===== config.mk =====
export PLATFORM = sky130hd
export DESIGN_NAME = ex_muldiv_ctrl
export DESIGN_NICKNAME = d
export VERILOG_FILES = /design/src/rtl/ex_muldiv_pkg.sv /design/src/rtl/ex_muldiv_step.sv /design/src/rtl/ex_muldiv_ctrl.sv
export SDC_FILE = /design/constraint.sdc
export NUM_CORES = 1
export LEC_CHECK = 0
export BUFFER_PORTS_ARGS = -buffer_cell sky130_fd_sc_hd__buf_4
export CORE_AREA = 5 5 155 157
export DETAILED_ROUTE_END_ITERATION = 8
export DIE_AREA = 0 0 160 162
export HOLD_SLACK_MARGIN = 0.1
export PLACE_DENSITY = 0.86
export SLEW_MARGIN = 20
export SYNTH_ARGS = -nofsm -noshare
export SYNTH_HDL_FRONTEND = slang
export SYNTH_SLANG_ARGS = --single-unit

===== constraint.sdc =====
create_clock -name Clk -period 10 [get_ports Clk]
set_input_delay 1.5 -clock Clk [delete_from_list [all_inputs] [get_ports Clk]]
set_output_delay 1.5 -clock Clk [all_outputs]
set_load 0.01 [all_outputs]

===== src/rtl/ex_muldiv_pkg.sv =====
`default_nettype none
// ============================================================================
// Module : ex_muldiv_pkg
// Brief  : Shared constants, op codes and state encodings for the EX-stage
//          iterative multiply/divide unit.
// Rev    : 1.0
// ============================================================================
package ex_muldiv_pkg;

    localparam int XLEN    = 32;
    localparam int ITER    = 32;
    localparam int c_CNT_W = $clog2(ITER);

    localparam logic [1:0] c_OP_MULT  = 2'b00;
    localparam logic [1:0] c_OP_MULTU = 2'b01;
    localparam logic [1:0] c_OP_DIV   = 2'b10;
    localparam logic [1:0] c_OP_DIVU  = 2'b11;

    localparam logic [1:0] c_ST_IDLE  = 2'd0;
    localparam logic [1:0] c_ST_CALC  = 2'd1;
    localparam logic [1:0] c_ST_FIXUP = 2'd2;
    localparam logic [1:0] c_ST_DONE  = 2'd3;

    function automatic logic op_is_div(input logic [1:0] op);
        return op[1];
    endfunction

    function automatic logic op_is_signed(input logic [1:0] op);
        return ~op[0];
    endfunction

    function automatic logic [XLEN-1:0] abs_val(input logic [XLEN-1:0] v);
        return v[XLEN-1] ? -v : v;
    endfunction

endpackage
`default_nettype wire


===== src/rtl/ex_muldiv_step.sv =====
`default_nettype none
// ============================================================================
// Module : ex_muldiv_step
// Brief  : One iteration of shift-add multiply or restoring divide.
// Rev    : 1.0
// ============================================================================
module ex_muldiv_step
    import ex_muldiv_pkg::*;
(
    input  logic            i_is_div,
    input  logic [XLEN-1:0] i_hi,
    input  logic [XLEN-1:0] i_lo,
    input  logic [XLEN-1:0] i_b,
    output logic [XLEN-1:0] o_hi,
    output logic [XLEN-1:0] o_lo
);

    logic [XLEN:0] w_add;
    logic [XLEN:0] w_shift;
    logic [XLEN:0] w_diff;
    logic          w_ge;

    always_comb begin
        w_add   = {1'b0, i_hi} + (i_lo[0] ? {1'b0, i_b} : {(XLEN+1){1'b0}});
        w_shift = {i_hi, i_lo[XLEN-1]};
        w_diff  = w_shift - {1'b0, i_b};
        // Explicit compare rather than borrow bit: the shifted remainder can use bit XLEN
        w_ge    = (w_shift >= {1'b0, i_b});
        o_hi    = w_add[XLEN:1];
        o_lo    = {w_add[0], i_lo[XLEN-1:1]};
        if (i_is_div) begin
            if (w_ge) begin
                o_hi = w_diff[XLEN-1:0];
                o_lo = {i_lo[XLEN-2:0], 1'b1};
            end else begin
                o_hi = w_shift[XLEN-1:0];
                o_lo = {i_lo[XLEN-2:0], 1'b0};
            end
        end
    end

endmodule
`default_nettype wire


===== src/rtl/ex_muldiv_ctrl.sv =====
`default_nettype none
// ============================================================================
// Module : ex_muldiv_ctrl
// Brief  : EX-stage multi-cycle MULT/MULTU/DIV/DIVU controller with HI/LO.
// Rev    : 1.0
// ============================================================================
module ex_muldiv_ctrl #(
    parameter int XLEN = ex_muldiv_pkg::XLEN,
    parameter int ITER = ex_muldiv_pkg::ITER
) (
    input  logic            Clk,
    input  logic            Reset,
    input  logic            Start_EX,
    input  logic [1:0]      MulDiv_Op_EX,
    input  logic [XLEN-1:0] Read_Data_1_EX,
    input  logic [XLEN-1:0] Read_Data_2_EX,
    input  logic            Flush_EX,
    input  logic            Read_HiLo_EX,
    output logic [XLEN-1:0] HI_EX,
    output logic [XLEN-1:0] LO_EX,
    output logic            Busy_EX,
    output logic            Done_EX,
    output logic            Stall_EX
);

    import ex_muldiv_pkg::*;

    localparam logic [c_CNT_W-1:0] c_CNT_LAST = c_CNT_W'(ITER - 1);

    logic [1:0]         r_state;
    logic [c_CNT_W-1:0] r_count;
    logic               r_is_div;
    logic               r_sign_a;
    logic               r_sign_b;
    logic               r_div_zero;
    logic               r_done;
    logic [XLEN-1:0]    r_b;
    logic [XLEN-1:0]    r_acc_hi;
    logic [XLEN-1:0]    r_acc_lo;
    logic [XLEN-1:0]    r_hi;
    logic [XLEN-1:0]    r_lo;

    logic [XLEN-1:0]    w_step_hi;
    logic [XLEN-1:0]    w_step_lo;
    logic [2*XLEN-1:0]  w_prod_neg;
    logic               w_signed;

    ex_muldiv_step u_step (
        .i_is_div (r_is_div),
        .i_hi     (r_acc_hi),
        .i_lo     (r_acc_lo),
        .i_b      (r_b),
        .o_hi     (w_step_hi),
        .o_lo     (w_step_lo)
    );

    assign w_signed   = op_is_signed(MulDiv_Op_EX);
    assign w_prod_neg = -{r_acc_hi, r_acc_lo};

    always_ff @(posedge Clk or posedge Reset) begin
        if (Reset) begin
            r_state    <= c_ST_IDLE;
            r_count    <= '0;
            r_is_div   <= 1'b0;
            r_sign_a   <= 1'b0;
            r_sign_b   <= 1'b0;
            r_div_zero <= 1'b0;
            r_done     <= 1'b0;
            r_b        <= '0;
            r_acc_hi   <= '0;
            r_acc_lo   <= '0;
            r_hi       <= '0;
            r_lo       <= '0;
        end else if (Flush_EX) begin
            r_state <= c_ST_IDLE;
            r_done  <= 1'b0;
        end else begin
            case (r_state)
                c_ST_IDLE: begin
                    if (Start_EX) begin
                        r_state    <= c_ST_CALC;
                        r_count    <= '0;
                        r_is_div   <= op_is_div(MulDiv_Op_EX);
                        r_sign_a   <= w_signed & Read_Data_1_EX[XLEN-1];
                        r_sign_b   <= w_signed & Read_Data_2_EX[XLEN-1];
                        r_div_zero <= op_is_div(MulDiv_Op_EX) & (Read_Data_2_EX == '0);
                        r_b        <= w_signed ? abs_val(Read_Data_2_EX) : Read_Data_2_EX;
                        r_acc_hi   <= '0;
                        r_acc_lo   <= w_signed ? abs_val(Read_Data_1_EX) : Read_Data_1_EX;
                    end
                end
                c_ST_CALC: begin
                    r_acc_hi <= w_step_hi;
                    r_acc_lo <= w_step_lo;
                    r_count  <= r_count + 1'b1;
                    if (r_count == c_CNT_LAST) begin
                        r_state <= c_ST_FIXUP;
                    end
                end
                c_ST_FIXUP: begin
                    r_state <= c_ST_DONE;
                    if (!r_is_div) begin
                        if (r_sign_a ^ r_sign_b) begin
                            {r_acc_hi, r_acc_lo} <= w_prod_neg;
                        end
                    end else begin
                        // Remainder follows the dividend; divide by zero forces an all-ones quotient
                        if (r_sign_a) begin
                            r_acc_hi <= -r_acc_hi;
                        end
                        if (r_div_zero) begin
                            r_acc_lo <= '1;
                        end else if (r_sign_a ^ r_sign_b) begin
                            r_acc_lo <= -r_acc_lo;
                        end
                    end
                end
                c_ST_DONE: begin
                    if (!r_done) begin
                        r_hi   <= r_acc_hi;
                        r_lo   <= r_acc_lo;
                        r_done <= 1'b1;
                    end else begin
                        r_done  <= 1'b0;
                        r_state <= c_ST_IDLE;
                    end
                end
                default: begin
                    r_state <= c_ST_IDLE;
                end
            endcase
        end
    end

    assign HI_EX    = r_hi;
    assign LO_EX    = r_lo;
    assign Busy_EX  = (r_state != c_ST_IDLE);
    assign Done_EX  = r_done;
    assign Stall_EX = Busy_EX & (Start_EX | Read_HiLo_EX);

endmodule
`default_nettype wire


==> results of run 1 <==
critical path, stage by stage, from the launching register on:
cell	delay, ns
dfrtp_1	0.67
ha_1	0.43
and4_1	0.25
nand4_1	0.20
nor4_1	0.08
a2111oi_0	0.39
o211ai_1	0.20
a41oi_2	0.89
buf_4	0.42
a21oi_1	0.11
a21oi_1	0.23
o22ai_1	0.12
registers in the layout (all words and copies together), names as in the netlist, 2 cells and up:
name / flops
HI_EX: 32
r_b: 32
LO_EX: 32
r_count: 5
r_acc_lo: 32
r_acc_hi: 32
r_state: 2
cells by family after synthesis:
group           after synthesis  synth area share, %
fa+ha+maj                    76                 6.70
flops                       172                 29.8
simple gates                575                 19.0
xor+xnor                    143                 8.68
mux                         111                 8.53
buf+inv                     180                 4.81
compound gates              516                 22.4
through the flow:
| step | util (%) | hold WS [ns] | worst slack, ns | instance area, µm² | power [mW] |
|---|---|---|---|---|---|
| detailed placement | 69.4 | 0.471 | 5.77 | 15500 | 4.66 |
| global route | 72.2 | 0.508 | 5.76 | 16100 | 5.86 |
| global placement | 69.4 | 0.464 | 5.89 | 15500 | 4.59 |
| finish | 72.2 | 0.480 | 5.87 | 16100 | 5.50 |
| floorplan | - | 0.450 | 3.84 | 14400 | 3.68 |
| CTS | 72.2 | 0.488 | 6.00 | 16100 | 5.40 |
layout by cell type, fill, tap and decap left out, drive strengths merged, types with 40 or more instances in the layout:
master / Yosys / layout
nor2: 157 / 157
buf: 8 / 151
nor3: 53 / 53
nand2: 182 / 182
a21o: 40 / 40
dfrtp: 172 / 172
mux2: 96 / 96
xnor2: 100 / 100
nand3: 44 / 44
ha: 74 / 74
xor2: 43 / 43
a21oi: 121 / 121
o21ai: 181 / 181
inv: 75 / 81
final timing paths:
kind	start	to	slack, ns	cells after the start
setup reg to reg	r_acc_hi[23]	r_acc_lo[0]	5.87	11
setup / recovery	r_acc_hi[23]	r_acc_lo[0]	5.87	11
max in group asynchronous	Reset	HI_EX[28]	6.90	4
min in group asynchronous	Reset	r_count[4]	1.09	2
hold reg to reg	r_b[22]	r_b[22]	0.48	2
hold / removal	r_b[22]	r_b[22]	0.48	2
area by class of cell:
cell class	count	area share, %
sequential	172	26.7
clock buffer	18	2.72
tap	285	2.21
timing repair buffer	151	7.02
inverter	76	1.80
multi-input combinational	1421	58.5
clock inverter	14	1.07
power groups by stage:
| stage | Clock, mW | Sequential [mW] | Combinational, mW |
|---|---|---|---|
| 6_report | 0.707 | 1.33 | 3.46 |
| 4_1_cts | 0.711 | 1.31 | 3.37 |
| 2_1_floorplan | 0 | 1.20 | 2.48 |
| 3_3_place_gp | 0 | 1.31 | 3.28 |
| 5_1_grt | 0.746 | 1.37 | 3.75 |
| 3_5_place_dp | 0 | 1.33 | 3.33 |
routing by layer:
metal	vias up	wire (µm)	track usage, %
li1	6542	-	-
met1	6786	18000	44.3
met2	789	21300	56.8
met3	140	4070	6.34
met4	0	2180	15.2
met5	-	0	0
==> qor.csv, run 1 <==
metric,value,unit
status,"complete, no violations",
RSZ-0062 raised after global routing,false,
"antenna viol nets, final",0,
multi-input combinational cell area,9450,µm²
I/O pins,138,
Setup crit start kind,flip-flop,
TritonCTS clock tree,yes,
Avg Synthesized Cell Area,8.14,µm²
overall via count from detail_route,14300,
post-synth design cell area,14400,µm²
part of the power in combinational logic,62.9,%
wire length per cell,21.3,µm
DRC viols,0,
# diodes,0,
Clock Power Share,12.9,%
placed wire-length estimate,33.1,mm
clock root cell,clkbuf_16,
"Req. time, crit path",10.30,ns
"Seq/Total Area, Yosys",29.8,%
die area,25900,µm²
Clock transition at path regs,0.07,ns
worst slew pin tran,1.15,ns
"FFs w/ async S/R, synth",100,%
Final #Nets,1986,
final std cells w/o fill,2137,
placed cells,2105,
Initial Util,64.5,%
global route overflow,0,
CTS buffer count,17,
DR pass1 iterations,7,
crit path DAT,4.43,ns
post-synth top area cell,dfrtp_1,
most instantiated cells after synthesis,"nand2_1, o21ai_0, dfrtp_1, nor2_1, a21oi_1",
Post-CTS Setup Bufs,0,
sequential power share,24.2,%
Max IR drop VDD,378,µV
fmax,0.242,GHz
Crit Path Max Fanout,20,
Switching Share,51.0,%
leakage,7.44,nW
post-DR vias/cell,6.67,
CTS Buffer Depth,2,
P&R area growth vs syn,11.9,%
H-tree depth,4,
clk sink count,172,
Internal Power,2.69,mW
relative slew slack,22.6,%
most frequent cell after synthesis,nand2_1,
Tcrit/Tclk final,41.3,%
Crit Path Class,reg -> reg,
fillcell total,1742,
GPL Wtd Cong,1.02,
YS warnings,0,
Cells after Synth,1773,
number of enable flip-flop cells after synthesis,0,
# port buffers,137,
synth unique cells,80,
net switching power,2.81,mW
Core Region,22400,µm²
worst hold path type,reg -> reg,
top cell type's share of synthesized area,29.8,%
Register Area,4310,µm²
clock latency on the worst-skew pair,0.45,ns
crit path time final,4.13,ns
number of max-cap violations,0,
post-CTS sizing,0,
CTS Hold Buffers Added,0,
final hold violation count,0,
largest net degree at the start of global routing,72,
die height,162,µm
Final TNS setup,0,ns
net count after synthesis,1920,
vias in the first global route,13700,
PD cells,341,nW/µm²
DR iter-0 viols,1615,
main area contributors after synthesis,"dfrtp_1, mux2_2, ha_1",
Routed WL,45.6,mm
Seq cells post-synth,172,
Setup Skew,0.0211,ns
Die X,160,µm
row count,55,
total track usage,34.4,%
final-report max-slew violation count,0,
CP endpoint kind,flip-flop,
first-pass GRT wire length,73.0,mm
setup violators final,0,
main flop type after synthesis,dfrtp_1,
initial antenna violation count,0,
layout cells sized above 1,16.3,%
(Power assumes the default switching activity.)
==> run 2: changes to the inputs <==
- ABC_AREA: default -> 1
- CORE_AREA: 5 5 155 157 -> 5 5 180 182
- DIE_AREA: 0 0 160 162 -> 0 0 185 187
- PLACE_DENSITY: 0.86 -> 0.78
- clock period: 10 -> 3.45 ns (I/O delays scaled with it)
==> run 2 against run 1 <==
  * First-iteration DRC count rose by 28%
  * Clock power rose to 2.8 times the previous value
  * Utilization fell by 9.8 points
  * Worst setup slack worse by 5.6 ns
  * Global-route usage is 2.6 points higher
  * Register-to-register slack got worse by 5.6 ns
  * Maximum frequency rose by 31%
  * Combinational power rose to 4.2 times the previous value
  * Die area grew 33%
  * Synthesized area grew 17%
  * Critical endpoint is now r_acc_hi[21]
  * Largest cell class unchanged
  * Largest power group unchanged
  * Highest routed layer is now met5
==> qor.csv, run 2 <==
metric,value,unit
largest net degree at the start of global routing,117,
main flop type after synthesis,dfrtp_1,
most frequent cell after synthesis,nand2_1,
hold slack final,0.109,ns
Clock transition at path regs,0.08,ns
H-tree depth,4,
relative slew slack,32.3,%
Setup WS pre-CTS,0.326,ns
net count after synthesis,2944,
"CP delay by family, top",simple AND/OR/NAND/NOR gates,
"antenna viol nets, final",0,
post-DR vias/cell,5.87,
YS warnings,0,
Routed WL,64.7,mm
Die X,185,µm
Final #Nets,3058,
crit path cell chain,inv_1 > ha_1 > nand2_1 > nor2_2 > nand2_1 > nor2_1 > nand3_2 > nand3_2 > nor2_8 > nand2_8 > nand2_4 > inv_2 > nand3_1 > nand3_1 > nand2_1 > nand2_1 > nand2_1,
crit path DAT,3.50,ns
# port buffers,137,
layout cells sized above 1,10.4,%
final hold violation count,0,
die area,34600,µm²
most frequent CP cell,nand2_1,
overall power,20.5,mW
synth unique cells,56,
CP endpoint kind,flip-flop,
CTS buffer count,17,
Seq cells post-synth,172,
initial antenna violation count,1,
WP buf/inv,2,
Tcrit/Tclk final,91.4,%
Crit Path Max Fanout,15,
Core Region,30400,µm²
P&R area growth vs syn,12.3,%
Initial Util,55.5,%
GPL Wtd Cong,1.09,
overall via count from detail_route,19500,
crit path time final,3.15,ns
DRC viols,0,
Avg Synthesized Cell Area,6.04,µm²
vias in the first global route,18200,
clk sink count,172,
final-report max-slew violation count,0,
"Req. time, crit path",3.80,ns
DR pass1 iterations,8,
die height,187,µm
Max IR drop VDD,884,µV
clock latency on the worst-skew pair,0.47,ns
post-synth design cell area,16900,µm²
Crit Path Class,reg -> reg,
most instantiated cells after synthesis,"nand2_1, inv_1, o21ai_0, nor2_1, nand3_1",
global route overflow,0,
Placement Cell Area,18400,µm²
placed wire-length estimate,51.5,mm
"commonest cells after routing, fill and taps aside","nand2_1, inv_1, o21ai_0",
Final TNS setup,0,ns
wire length per cell,19.5,µm
fmax,0.317,GHz
CTS Buffer Depth,2,
CP max-delay cell,dfrtp_1,
row count,64,
post-synth top area cell,dfrtp_1,
Setup crit start kind,flip-flop,
number of enable flip-flop cells after synthesis,0,
CTS Hold Buffers Added,0,
main area contributors after synthesis,"dfrtp_1, nand2_1, inv_1",
"commonest non-fill, non-tap cell in the layout",nand2_1,
worst hold path type,in -> async,
number of max-cap violations,0,
setup violators final,0,
max incr delay on CP,0.54,ns
leakage,10.2,nW
clock root cell,clkbuf_16,
TritonCTS clock tree,yes,
Cells after Synth,2797,
total track usage,37.0,%
setup ws final,0.296,ns
PD cells,1080,nW/µm²
DR iter-0 viols,2069,
top cell type's share of synthesized area,25.5,%
"FFs w/ async S/R, synth",100,%
"Seq/Total Area, Yosys",25.5,%
status,"complete, no violations",
worst slew pin tran,1.02,ns
Setup Skew,0.0172,ns
first-pass GRT wire length,101,mm
cell area after layout,19000,µm²
I/O pins,138,
RSZ-0062 raised after global routing,false,
-- run 2: changes by cell type after synthesis, sizes merged, moves of 95 or more --
| cell | delta |
|---|---|
| nand2 | +683 |
| inv | +335 |
| nand3 | +160 |
| nor2 | +124 |
| mux2 | -96 |
| o21ai | +95 |
-- run 2: final cells by class --
cell class	count	area, µm²
repair buffers	179	1390
diodes	1	2.50
clock inverters	13	135
inverters	413	1550
fillers	2993	11400
multi-input cells	2128	10700
clock buffers	18	429
well taps	396	495
flip-flops and latches	172	4310
-- run 2: power by group --
part / total (mW) / internal, mW / switching [mW]
logic: 14.5 / 4.50 / 10.0
clock network: 1.95 / 1.01 / 0.938
registers: 4.09 / 2.90 / 1.18
total: 20.5 / 8.41 / 12.1
-- run 2: path summary, 6_finish.rpt --
check / endpoint / from / cells after the start / slack [ns]
max: r_acc_hi[21] / r_b[26] / 17 / 0.30
max reg2reg: r_acc_hi[21] / r_b[26] / 17 / 0.30
min in group Clk: r_state[1] / Flush_EX / 2 / 0.25
min: r_acc_lo[2] / Reset / 2 / 0.11
max in group asynchronous: HI_EX[23] / Reset / 3 / 2.55
min reg2reg: LO_EX[13] / LO_EX[13] / 2 / 0.49
-- run 2: kinds of logic (layout without fill, tap and decap cells) --
logic type / after synthesis / count (layout) / share of synthesized area (%)
AOI/OAI and AO/OA: 532 / 532 / 17.2
xor gates and xnor gates: 55 / 55 / 2.85
and+or+nand+nor: 1465 / 1465 / 37.3
other: 0 / 1 / 0
adders and majority gates: 76 / 76 / 5.72
DFF: 172 / 172 / 25.5
buffers and inverters: 497 / 623 / 11.6
-- run 2: timing repair --
item	in CTS	in global routing
resized for setup	0	1
buffers inserted	0	0
setup endpoints to repair	0	1
-- run 2: metal layers --
metal  global-route usage (%)  vias to the layer above  wire (µm)
met5                        0                        -         13
met3                     5.60                      244       5260
met2                     59.9                     1056      29800
met1                     46.0                     8938      24900
li1                         -                     9250          -
met4                     22.8                        2       4730
-- run 2: metrics by stage --
step | utilization (%) | instances
after floorplan | - | 2797
final | 62.4 | 3320
after global routing | 62.4 | 3319
after global placement | 60.5 | 3288
after CTS | 62.4 | 3319
after detailed placement | 60.5 | 3288
-- run 2: worst reg2reg max path, cell delays in order, from the launching register on --
cell and delay [ns]:
dfrtp_1 0.54, inv_1 0.10, ha_1 0.37, nand2_1 0.14, nor2_2 0.27, nand2_1 0.08
nor2_1 0.20, nand3_2 0.14, nand3_2 0.14, nor2_8 0.07, nand2_8 0.17, nand2_4 0.19
inv_2 0.24, nand3_1 0.14, nand3_1 0.10, nand2_1 0.05, nand2_1 0.05, nand2_1 0.05
